File: config.mk
export PLATFORM = sky130hd
export DESIGN_NAME = gtx_align_insert
export DESIGN_NICKNAME = d
export VERILOG_FILES = /design/src/rtl/gtx_sata_prims_pkg.sv /design/src/rtl/gtx_align_insert.sv
export SDC_FILE = /design/constraint.sdc
export NUM_CORES = 1
export LEC_CHECK = 0
export BUFFER_PORTS_ARGS = -buffer_cell sky130_fd_sc_hd__clkbuf_2
export CORE_ASPECT_RATIO = 1.25
export CORE_MARGIN = 5
export CORE_UTILIZATION = 50
export DETAILED_ROUTE_END_ITERATION = 8
export PLACE_DENSITY = 0.82
export SLEW_MARGIN = 30
export SYNTH_ARGS = -nofsm -noshare
export SYNTH_HDL_FRONTEND = slang
export SYNTH_SLANG_ARGS = --single-unit
File: constraint.sdc
create_clock -name clk -period 4.3 [get_ports clk]
set_input_delay 0.86 -clock clk [delete_from_list [all_inputs] [get_ports clk]]
set_output_delay 0.86 -clock clk [all_outputs]
set_load 0.01 [all_outputs]
File: src/rtl/gtx_sata_prims_pkg.sv
// gtx_sata_prims_pkg: SATA primitive word/K constants and the align-insert FSM states, shared by TX and RX.
package gtx_sata_prims_pkg;
  typedef enum logic [1:0] {ALIGN, DATA_LO, DATA_HI, FILL_HI} state_t;
  localparam logic [15:0] ALIGNP_LO = 16'h4ABC;
  localparam logic [15:0] ALIGNP_HI = 16'h7B4A;
  localparam logic [15:0] SYNCP_LO = 16'h957C;
  localparam logic [15:0] SYNCP_HI = 16'hB5B5;
  localparam logic [1:0] ALIGNP_LO_K = 2'b01;
  localparam logic [1:0] ALIGNP_HI_K = 2'b00;
  localparam logic [1:0] SYNCP_LO_K = 2'b01;
  localparam logic [1:0] SYNCP_HI_K = 2'b00;
endpackage

File: src/rtl/gtx_align_insert.sv
// gtx_align_insert: inserts ALIGNp bursts every ALIGN_PERIOD dwords and SYNCp fill ahead of the 8b/10b encoder.
// Define GTX_ALIGN_STATS_EN to add saturating align_bursts/underruns counters.
module gtx_align_insert
  import gtx_sata_prims_pkg::*;
#(
  parameter int ALIGN_PERIOD = 256,
  parameter int CNT_W = 16
) (
  input  logic        clk,
  input  logic        rst,
  input  logic [15:0] in_data,
  input  logic [1:0]  in_isk,
  input  logic        in_valid,
  output logic        in_ready,
  output logic [15:0] out_data,
  output logic [1:0]  out_isk,
  output logic        underrun
`ifdef GTX_ALIGN_STATS_EN
  ,
  output logic [15:0] align_bursts,
  output logic [15:0] underruns
`endif
);
  state_t r_state, w_state;
  logic [1:0] r_idx, w_idx;
  logic [CNT_W-1:0] r_cnt, w_cnt;
  logic [15:0] w_data;
  logic [1:0] w_isk;
  logic w_und, w_wrap;
  assign w_wrap = r_cnt == CNT_W'(ALIGN_PERIOD - 1);
  always_ff @(posedge clk) begin
    if (rst) begin
      r_state <= ALIGN;
      r_idx <= '0;
      r_cnt <= '0;
    end else begin
      r_state <= w_state;
      r_idx <= w_idx;
      r_cnt <= w_cnt;
    end
  end
  // DATA_HI and FILL_HI both close a dword, so both advance the period counter.
  always_comb begin
    w_state = r_state;
    w_idx = '0;
    w_cnt = r_cnt;
    case (r_state)
      ALIGN: begin
        w_idx = r_idx + 2'd1;
        w_cnt = '0;
        w_state = r_idx == 2'd3 ? DATA_LO : ALIGN;
      end
      DATA_LO: w_state = in_valid ? DATA_HI : FILL_HI;
      default: begin
        w_state = w_wrap ? ALIGN : DATA_LO;
        w_cnt = w_wrap ? '0 : r_cnt + CNT_W'(1);
      end
    endcase
  end
  always_comb begin
    in_ready = !rst && (r_state == DATA_LO || r_state == DATA_HI);
    w_und = r_state == DATA_HI && !in_valid;
    {w_data, w_isk} = {SYNCP_HI, SYNCP_HI_K};
    case (r_state)
      ALIGN: {w_data, w_isk} = r_idx[0] ? {ALIGNP_HI, ALIGNP_HI_K} : {ALIGNP_LO, ALIGNP_LO_K};
      DATA_LO: {w_data, w_isk} = in_valid ? {in_data, in_isk} : {SYNCP_LO, SYNCP_LO_K};
      DATA_HI: {w_data, w_isk} = in_valid ? {in_data, in_isk} : {SYNCP_HI, SYNCP_HI_K};
      default: {w_data, w_isk} = {SYNCP_HI, SYNCP_HI_K};
    endcase
  end
  always_ff @(posedge clk) begin
    if (rst) begin
      out_data <= '0;
      out_isk <= '0;
      underrun <= 1'b0;
    end else begin
      out_data <= w_data;
      out_isk <= w_isk;
      underrun <= w_und;
    end
  end
`ifdef GTX_ALIGN_STATS_EN
  always_ff @(posedge clk) begin
    if (rst) begin
      align_bursts <= '0;
      underruns <= '0;
    end else begin
      if (r_state == ALIGN && r_idx == 2'd3 && align_bursts != 16'hFFFF) align_bursts <= align_bursts + 16'd1;
      if (w_und && underruns != 16'hFFFF) underruns <= underruns + 16'd1;
    end
  end
`endif
endmodule
==> reports/results.ini, run 1 <==
[placement]
placed_cells=260
io_buffer_count=40
gp_congestion=0.918
dpl.hpwl_microns=2640

[logic_synthesis]
synth_flop_cell=dfxtp_1
yosysUniqueCellTypes=42
synth_top_area_share_pct=45.2
synth-edff-count=0
synth_top_cell_by_area=dfxtp_1
ys_top_cells_by_area=dfxtp_1, a21oi_1, o21ai_0
syn_area_per_cell_sq_um=8.90
synth-warning-count=0
netlist_area_sq_um=1730
synth_fp_nets=221
ys_seq_area_share_pct=45.2
synth-async-reset-ratio_pct=0
synth_cells=194
ys_ff_latch=39

[timing]
fmax_mhz=431
fin_tns_setup_ns=0
worst_slew_pin_slew_ns=0.717
min_period_over_period_pct=53.9
rsz0062_at_grt=false
setup_viol_count_final=0
layout_min_cycle_time_ns=2.32
hold_viol=0
slew_headroom_pct=51.9
skew_ns=0.00273
slew_violations=0

[detailed_routing]
first_pass_iters=4
ant_nets=0
vias=1528
route.detailed.wl_per_inst_microns=13.5
drt_iter0_drc=106
drc_errors=0
vias_per_cell=5.70
wl_microns=3610

[global_routing]
grt_max_degree=21
grt_pass1_wl_microns=6410
globalRouteOverflowTotal=0
grt_pass1_vias=1525
grt.total_usage_pct=16.9
antenna_found_initial=0

[setup_path]
arrival_ns=1.46
crit_required_ns=3.44
r2r_end=r_cnt[8]$_SDFFE_PP0N_
critPathBufInv=2
worst_setup_path_end_kind=output pin
cp-start-kind=primary input
critPathTopFamily=buffers and inverters
critical_path_class=primary input to output pin
rr_worst_depth=5
worstPathCellList=clkbuf_2 -> nor2b_1 -> clkbuf_2
r2r-start=r_state[0]$_SDFF_PP0_
critPathMaxStageDelay_ns=0.24
path_max_fanout=20
ff2ff_setup_slack_ns=2.10
slowest_stage=clkbuf_2
cp_common_cell=clkbuf_2

[power_and_ir_drop]
p_leak_uw=0.000856
p_per_area_nw_per_um2=488
ir_drop_uv=298
total_power_uw=975

[floorplan]
ioPinCount=41
rows=23
start_util_pct=52.6
core_area_sq_um=3280
dieArea_sq_um=4740
die_x_microns=62.6
die_h_microns=75.7

[clock_tree]
holdBufCountCts=0
cts_sinks=39
cts_tree=yes
clock_latency_ns=0.28
cts_root_buf=clkbuf_8
cts_buffer_depth=2
clk_pin_slew_ns=0.07
cts-htree-levels=2
post_cts_buffers=0
cts-resized-gates=0
cts_made_buffers=5

[cells_and_area]
fill_cells=297
fin_cells=268
finalNetCount=257
layout_common_cells=clkbuf_2, dfxtp_1, a21oi_1, o21ai_0, nand2_1
n_antenna_cell=0
area_growth_pct=15.7
final_common_cell=clkbuf_2
drive_gt1_share_pct=23.4

[worst_hold_path]
min_path_cells=1
hold_end=r_cnt[15]$_SDFFE_PP0N_
hold_class=register to register
worstHoldStart=r_cnt[15]$_SDFFE_PP0N_

[outcome]
status=complete, no violations

[flow_run]
cap_violations=0

## worst register-to-register path, stage by stage, from the launching register on
cell	delay, ns
dfxtp_1	0.36
inv_1	0.08
ha_1	0.32
or3_1	0.62
or2_1	0.41
o41ai_1	0.30
## synthesized netlist by cell type, types with 3 or more instances
cell type,number
a21oi_1,21
nor3_1,5
xor2_1,3
nor4_1,5
nand2_1,15
clkbuf_1,6
dfxtp_1,39
nand3_1,5
o21ai_1,5
or3_1,3
o31ai_1,6
ha_1,6
o21ai_0,16
inv_1,7
a21o_1,5
buf_2,3
nor2_1,7
## flip-flops by register name, summed over array words and instances (netlist names)
register / cells
out_data: 16
out_isk: 2
r_cnt: 16
r_idx: 2
r_state: 2
underrun: 1
## power by group
part	switching [uW]	leakage [uW]	internal [uW]
Clock	118	0.0000422	114
Combinational	173	0.000495	119
Sequential	25.0	0.000319	426
Total	316	0.000856	659
## logic make-up (layout without fill, tap and decap cells)
family | Yosys count | in the layout | synth area share [%]
DFF | 39 | 39 | 45.2
buffers and inverters | 19 | 56 | 5.00
xor gates and xnor gates | 5 | 5 | 2.54
adders and majority gates | 6 | 6 | 4.35
and+or+nand+nor | 65 | 65 | 22.5
AOI/OAI and AO/OA | 60 | 60 | 20.4
## area by class of cell
class,instances,area [sq um],area share [%]
multi-input combinational,136,860,43.0
sequential,39,781,39.1
timing repair buffer,40,200,10.0
clock buffer,7,76.3,3.82
tap,37,46.3,2.32
inverter,8,30.0,1.50
clock inverter,1,5.00,0.250
## metrics by stage
step | utilization (%) | worst slack (ns) | hold slack, ns | cell area (sq um)
final | 60.9 | 1.98 | 0.494 | 2000
after global routing | 60.9 | 1.92 | 0.510 | 2000
after global placement | 58.4 | 1.87 | 0.474 | 1920
after detailed placement | 58.4 | 1.77 | 0.473 | 1920
after floorplan | - | 2.21 | 0.442 | 1730
after CTS | 60.9 | 1.97 | 0.489 | 2000
## worst max path at each step
stage          slack [ns]  cells after the start  start                    end
6_report             1.98                      3    rst               in_ready
5_1_grt              1.92                      3    rst               in_ready
4_1_cts              1.97                      3    rst               in_ready
3_5_place_dp         1.77                      4    rst  r_cnt[8]$_SDFFE_PP0N_
3_3_place_gp         1.87                      4    rst  r_cnt[8]$_SDFFE_PP0N_
2_1_floorplan        2.21                      2    rst               in_ready
## metal layers
| layer | vias to the layer above | wire [microns] | global-route usage, % |
|---|---|---|---|
| li1 | 770 | - | - |
| met1 | 699 | 1480 | 17.2 |
| met2 | 48 | 1720 | 29.6 |
| met3 | 11 | 292 | 6.05 |
| met4 | 0 | 112 | 11.6 |
| met5 | - | 0 | 0 |
(Power assumes the default switching activity.)
==> run 2, diff against run 1 <==
--- a/config.mk
+++ b/config.mk
@@ -5,6 +5,7 @@
 export SDC_FILE = /design/constraint.sdc
 export NUM_CORES = 1
 export LEC_CHECK = 0
+export ABC_AREA = 1
 export BUFFER_PORTS_ARGS = -buffer_cell sky130_fd_sc_hd__clkbuf_2
 export CORE_ASPECT_RATIO = 1.25
 export CORE_MARGIN = 5
==> constraint.sdc (replaced) <==
create_clock -name clk -period 2.2 [get_ports clk]
set_input_delay 0.44 -clock clk [delete_from_list [all_inputs] [get_ports clk]]
set_output_delay 0.44 -clock clk [all_outputs]
set_load 0.01 [all_outputs]
==> run 2 against run 1 <==
Sequential power increased by 94%. First-iteration DRC count increased by 4.7%. Cell area increased by 5.9%. Area after synthesis increased by 4.7%. Synthesized cell count increased by 23%. Setup slack got worse by 1.5 ns. Die area increased by 4.0%. Clock skew about the same. Clock power increased by 110%. Global-route usage decreased by 1.2 points. Register-to-register slack got worse by 1.5 ns. Critical path type is now register to output pin.
==> reports/results.ini, run 2 <==
[cells_and_area]
fill_cells=339  ; +14%
final_util_pct=60.7  ; -0.17 points
multi_input_area_sq_um=908  ; +5.7%
drive_gt1_share_pct=24.6  ; +1.2 points
finalNetCount=308  ; +20%
area_growth_pct=17.0
reg.largest.list=out_data (16), r_cnt (16)
final_common_cell=nand2_1
regArea_sq_um=781  ; unchanged
n_antenna_cell=0  ; unchanged
layout_common_cells=nand2_1, clkbuf_2, dfxtp_1, inv_1, a21oi_1

[worst_hold_path]
hold_end=underrun$_SDFF_PP0_
worstHoldStart=in_valid
min_path_cells=2  ; +1
hold_class=primary input to register

[setup_path]
critical_path_class=register to output pin
path_max_fanout=3  ; -85%
crit_required_ns=1.76  ; -1.68 ns
rr_worst_depth=5  ; unchanged
cp-start-kind=register
r2r_end=r_cnt[2]$_SDFFE_PP0N_
ff2ff_setup_slack_ns=0.65  ; -1.45 ns
r2r-start=r_state[0]$_SDFF_PP0_
arrival_ns=1.25  ; -0.21 ns
worst_setup_path_end_kind=output pin

[logic_synthesis]
synth_top_family_by_area=simple AND/OR/NAND/NOR gates
synth_cells=239  ; +23%
yosys-top-cells-count=nand2_1, dfxtp_1, inv_1
syn_area_per_cell_sq_um=7.56  ; -15%
ys_top_cells_by_area=dfxtp_1, nand2_1, a21oi_1
synth-warning-count=0  ; unchanged
synthAdderAreaFrac_pct=4.15  ; -0.20 points
netlist_area_sq_um=1810  ; +4.7%
synth_compound_area_share_pct=16.1  ; -4.4 points
yosysUniqueCellTypes=25  ; -40%
synth_xor_area_share_pct=3.39  ; +0.85 points
synth_mux_area_share_pct=0  ; unchanged
yosysMostFrequentCell=nand2_1
yosys.area_share.simple_pct=26.6  ; +4.2 points
synth_fp_nets=266  ; +20%
ys_ff_latch=39  ; unchanged
synth_flop_cell=dfxtp_1
synth_top_cell_by_area=dfxtp_1
synth-edff-count=0  ; unchanged
ys_seq_area_share_pct=43.2  ; -2.0 points
synth_top_area_share_pct=43.2  ; -2.0 points
synth-async-reset-ratio_pct=0  ; unchanged

[global_routing]
antenna_found_initial=0  ; unchanged
globalRouteOverflowTotal=0  ; unchanged
grt_pass1_wl_microns=6370  ; -0.66%
grt_pass1_vias=1483  ; -2.8%
grt_max_degree=18  ; -14%
grt.total_usage_pct=15.7  ; -1.2 points

[clock_tree]
cts_root_buf=clkbuf_8
holdBufCountCts=0  ; unchanged
cts_tree=yes
post_cts_buffers=0  ; unchanged
cts-resized-gates=0  ; unchanged
clk_pin_slew_ns=0.07  ; about the same
cts_made_buffers=5  ; unchanged
cts-htree-levels=2  ; unchanged
cts_buffer_depth=2  ; unchanged
cts_sinks=39  ; unchanged
clock_latency_ns=0.28  ; about the same

[floorplan]
core_area_sq_um=3480  ; +6.2%
rows=24  ; +4.3%
die_h_microns=77.2  ; +2.0%
ioPinCount=41  ; unchanged
die_x_microns=63.8  ; +2.0%
start_util_pct=51.9  ; -0.73 points
dieArea_sq_um=4930  ; +4.0%

[timing]
setup_viol_count_final=0  ; unchanged
skew_ns=0.00272  ; -0.0000138 ns
rsz0062_at_grt=false
layout_min_cycle_time_ns=1.69
slew_violations=0  ; unchanged
fin_tns_setup_ns=0  ; unchanged
hold_viol=0  ; unchanged
fmax_mhz=591
min_period_over_period_pct=77.0
slew_headroom_pct=57.8  ; +6.0 points
worst_slew_pin_slew_ns=0.632  ; -0.0847 ns

[power_and_ir_drop]
clkPwrFrac_pct=25.5  ; +1.7 points
total_power_uw=1870  ; +91%
p_seq_share_pct=46.8  ; +0.5 points
swShare_pct=32.4  ; about the same
p_leak_uw=0.000927  ; +8.2%
internal_power_uw=1260  ; +91%
p_per_area_nw_per_um2=882  ; +81%
p_comb_share_pct=27.6  ; -2.3 points
p_sw_uw=605  ; +92%
ir_drop_uv=564  ; +89%

[placement]
gp_congestion=0.890  ; -3.1%
dpl.hpwl_microns=2810  ; +6.6%
io_buffer_count=40  ; unchanged

[detailed_routing]
drc_errors=0  ; unchanged
wl_microns=3690  ; +2.3%
drt_iter0_drc=111  ; +4.7%
route.detailed.wl_per_inst_microns=11.5  ; -14%
vias_per_cell=5.14  ; -9.9%
vias=1644  ; +7.6%
ant_nets=0  ; unchanged
first_pass_iters=4  ; unchanged

[outcome]
status=complete, no violations

[flow_run]
cap_violations=0  ; unchanged

-- run 2: cell types whose count changed after synthesis, sizes merged, moves of 3 or more --
cell,delta
nand3,+3
nor2,+17
nand2,+50
inv,+16
or4,-3
o31ai,-6
or3,-3
nor4,-6
clkbuf,-5
a21o,-5
or2,-3
o21ai,+8
nor3,-4
-- run 2: cell families after synthesis --
kind of cell,count (synthesis)
adders and majority gates,6
and+or+nand+nor,108
buffers and inverters,29
xor gates and xnor gates,7
DFF,39
AOI/OAI and AO/OA,50
-- run 2: how the worst max path moves through the flow --
stage	startpoint	endpoint	slack (ns)	depth (start not counted)
after floorplan	rst	in_ready	0.76	3
after global placement	rst	r_cnt[7]$_SDFFE_PP0N_	0.67	4
after detailed placement	rst	r_cnt[11]$_SDFFE_PP0N_	0.62	4
after CTS	r_state[0]$_SDFF_PP0_	in_ready	0.49	5
after global routing	r_state[0]$_SDFF_PP0_	in_ready	0.42	5
final	r_state[0]$_SDFF_PP0_	in_ready	0.51	5
-- run 2: layout make-up --
| type | instances | area share, % |
|---|---|---|
| sequential | 39 | 36.9 |
| clock inverter | 1 | 0.237 |
| tap | 39 | 2.31 |
| multi-input combinational | 171 | 42.9 |
| inverter | 24 | 4.26 |
| clock buffer | 6 | 3.90 |
| timing repair buffer | 40 | 9.46 |
-- run 2: power groups by stage --
stage	logic [uW]	clock network, uW	registers, uW
final	516	476	874
after global routing	582	522	888
after CTS	518	488	875
after detailed placement	516	0	891
after global placement	510	0	887
after floorplan	296	0	936
-- run 2: routing by layer --
| metal | global-route usage (%) | up-vias | wire, microns |
|---|---|---|---|
| li1 | - | 853 | - |
| met1 | 18.7 | 742 | 1560 |
| met3 | 4.97 | 8 | 236 |
| met4 | 6.86 | 0 | 80 |
| met2 | 25.5 | 41 | 1810 |
| met5 | 0 | - | 0 |
-- run 2: critical path, stage by stage, from the launching register on --
cell      delay [ns]
dfxtp_1         0.37
inv_1           0.08
ha_1            0.27
inv_1           0.03
nor2_1          0.08
clkbuf_2        0.14
-- run 2: through the flow --
stage	cells	hold slack (ns)	area (sq um)	setup slack, ns
detailed placement	313	0.485	2030	0.615
global placement	313	0.475	2030	0.671
finish	320	0.365	2120	0.507
global route	320	0.376	2120	0.421
CTS	320	0.353	2120	0.486
floorplan	239	0.455	1810	0.762
==> run 3, diff against run 2 <==
==> constraint.sdc (replaced) <==
create_clock -name clk -period 1.7 [get_ports clk]
set_input_delay 0.34 -clock clk [delete_from_list [all_inputs] [get_ports clk]]
set_output_delay 0.34 -clock clk [all_outputs]
set_load 0.01 [all_outputs]
==> run 3 against run 2 <==
Cell count increased by 1.3%. Clock skew grew 0.0051 ns. Total power increased by 38%. Critical path depth is the same. Clock power rose by 60%. Setup slack got worse by 0.39 ns. Count of clock-buffer cells in the layout fell by 1. Largest power group unchanged. Highest routed layer unchanged.
==> reports/results.ini, run 3 (synthesis gave the netlist of run 2 again) <==
[timing]
fmax_mhz=631
slew_headroom_pct=75.3  ; +17 points
rsz0062_at_grt=false
timing.final.ws_setup_ns=0.116  ; -0.391 ns
fin_tns_setup_ns=0  ; unchanged
skew_ns=0.00786  ; +0.00514 ns
worst_slew_pin_slew_ns=0.370  ; -0.262 ns
layout_min_cycle_time_ns=1.58
slew_violations=0  ; unchanged
min_period_over_period_pct=93.2
setup_viol_count_final=0  ; unchanged
hold_viol=0  ; unchanged

[setup_path]
critical_path.startpoint=r_state[1]$_SDFF_PP0_
critical_path_class=register to output pin
ff2ff_setup_slack_ns=0.20  ; -0.45 ns
rr_worst_depth=6  ; +1
path_max_fanout=3  ; unchanged
cp-start-kind=register
arrival_ns=1.24  ; about the same
slowest_stage=dfxtp_1
critPathTopFamily=flip-flops
r2r-start=r_cnt[1]$_SDFFE_PP0N_
path_depth=5  ; unchanged
cp_common_cell=inv_1
worst_setup_path_end_kind=output pin
critPathMaxStageDelay_ns=0.36  ; about the same
worstPathCellList=inv_1 -> ha_1 -> inv_1 -> nor2_1 -> clkbuf_2
endpoint=in_ready
critPathBufInv=3  ; unchanged
r2r_end=r_cnt[2]$_SDFFE_PP0N_
crit_required_ns=1.36  ; -0.40 ns

[detailed_routing]
vias=1624  ; -1.2%
drc_errors=0  ; unchanged
wl_microns=3860  ; +4.6%
ant_nets=0  ; unchanged
vias_per_cell=5.01  ; -2.4%
route.detailed.wl_per_inst_microns=11.9  ; +3.3%
first_pass_iters=5  ; +1
drt_iter0_drc=91  ; -18%

[power_and_ir_drop]
p_per_area_nw_per_um2=1190  ; +34%
ir_drop_uv=960  ; +70%
p_leak_uw=0.000954  ; +2.9%

[cells_and_area]
finalNetCount=311  ; +0.97%
area_growth_pct=19.7
reg.largest.list=out_data (16), r_cnt (16)
n_antenna_cell=0  ; unchanged
fill_cells=312  ; -8.0%
final_common_cell=nand2_1
final_cell_area_sq_um=2160  ; +2.3%
drive_gt1_share_pct=26.0  ; +1.4 points
layout_common_cells=nand2_1, clkbuf_2, dfxtp_1, inv_1, a21oi_1
final_util_pct=62.1  ; +1.4 points

[clock_tree]
cts_root_buf=clkbuf_8
cts_made_buffers=5  ; unchanged
holdBufCountCts=0  ; unchanged
cts_buffer_depth=2  ; unchanged
cts_tree=yes
post_cts_buffers=0  ; unchanged
clock_latency_ns=0.29  ; about the same
cts-htree-levels=2  ; unchanged
cts_sinks=39  ; unchanged
clk_pin_slew_ns=0.08  ; about the same

[placement]
placed_cell_area_sq_um=2050  ; +1.1%
dpl.hpwl_microns=2970  ; +5.8%
dp_slack_ns=0.168  ; -0.447 ns
io_buffer_count=40  ; unchanged
gp_congestion=0.877  ; -1.4%

[flow_run]
cap_violations=0  ; unchanged

[floorplan]
die_h_microns=77.2  ; unchanged
ioPinCount=41  ; unchanged
rows=24  ; unchanged
dieArea_sq_um=4930  ; unchanged
die_x_microns=63.8  ; unchanged
core_area_sq_um=3480  ; unchanged
start_util_pct=51.9  ; unchanged

[worst_hold_path]
hold_class=primary input to register
worstHoldStart=in_valid

[global_routing]
grt.total_usage_pct=17.0  ; +1.3 points
antenna_found_initial=0  ; unchanged
grt_pass1_vias=1621  ; +9.3%
grt_pass1_wl_microns=6860  ; +7.7%
grt_max_degree=17  ; -1
globalRouteOverflowTotal=0  ; unchanged

[outcome]
status=complete, no violations

-- run 3: worst min path at each step --
stage                                   endpoint  depth (start not counted)
after floorplan              underrun$_SDFF_PP0_                          1
after global placement     r_cnt[1]$_SDFFE_PP0N_                          2
after detailed placement  r_cnt[15]$_SDFFE_PP0N_                          2
after CTS                    underrun$_SDFF_PP0_                          2
after global routing         underrun$_SDFF_PP0_                          2
final                        underrun$_SDFF_PP0_                          2
-- run 3: where the power goes --
| group | internal (uW) | switching (uW) | total (uW) | leakage, uW |
|---|---|---|---|---|
| clock network | 437 | 325 | 761 | 0.0000581 |
| registers | 1080 | 57.2 | 1130 | 0.000320 |
| logic | 246 | 426 | 672 | 0.000576 |
| total | 1760 | 807 | 2570 | 0.000954 |
-- run 3: cell type report --
class	count	area, sq um	area share [%]
Inverter	24	90.1	4.16
Clock inverter	3	43.8	2.02
Tap cell	39	48.8	2.25
Multi-Input combinational cell	171	908	42.0
Clock buffer	5	68.8	3.18
Timing Repair Buffer	43	223	10.3
Sequential cell	39	782	36.1
-- run 3: repair_timing --
| item | 4_1_cts | 5_1_grt |
|---|---|---|
| hold endpoints to repair | 0 | 0 |
| endpoints found under the setup margin | 0 | 2 |
| resized for setup | 0 | 1 |
-- run 3: metrics by stage --
stage                     instances  power (uW)  hold WS (ns)
after global placement          316        1820         0.474
after detailed placement        316        1840         0.480
final                           324        2570         0.254
after floorplan                 239        1590         0.419
after global routing            324        2750         0.244
after CTS                       324        2590         0.253
-- run 3: metal layers --
| metal | share of wire [%] | vias to the layer above | track usage (%) |
|---|---|---|---|
| li1 | - | 863 | - |
| met1 | 41 | 710 | 18.6 |
| met2 | 51 | 44 | 29.5 |
| met3 | 6.4 | 7 | 5.85 |
| met4 | 1.7 | 0 | 6.86 |
| met5 | 0 | - | 0 |
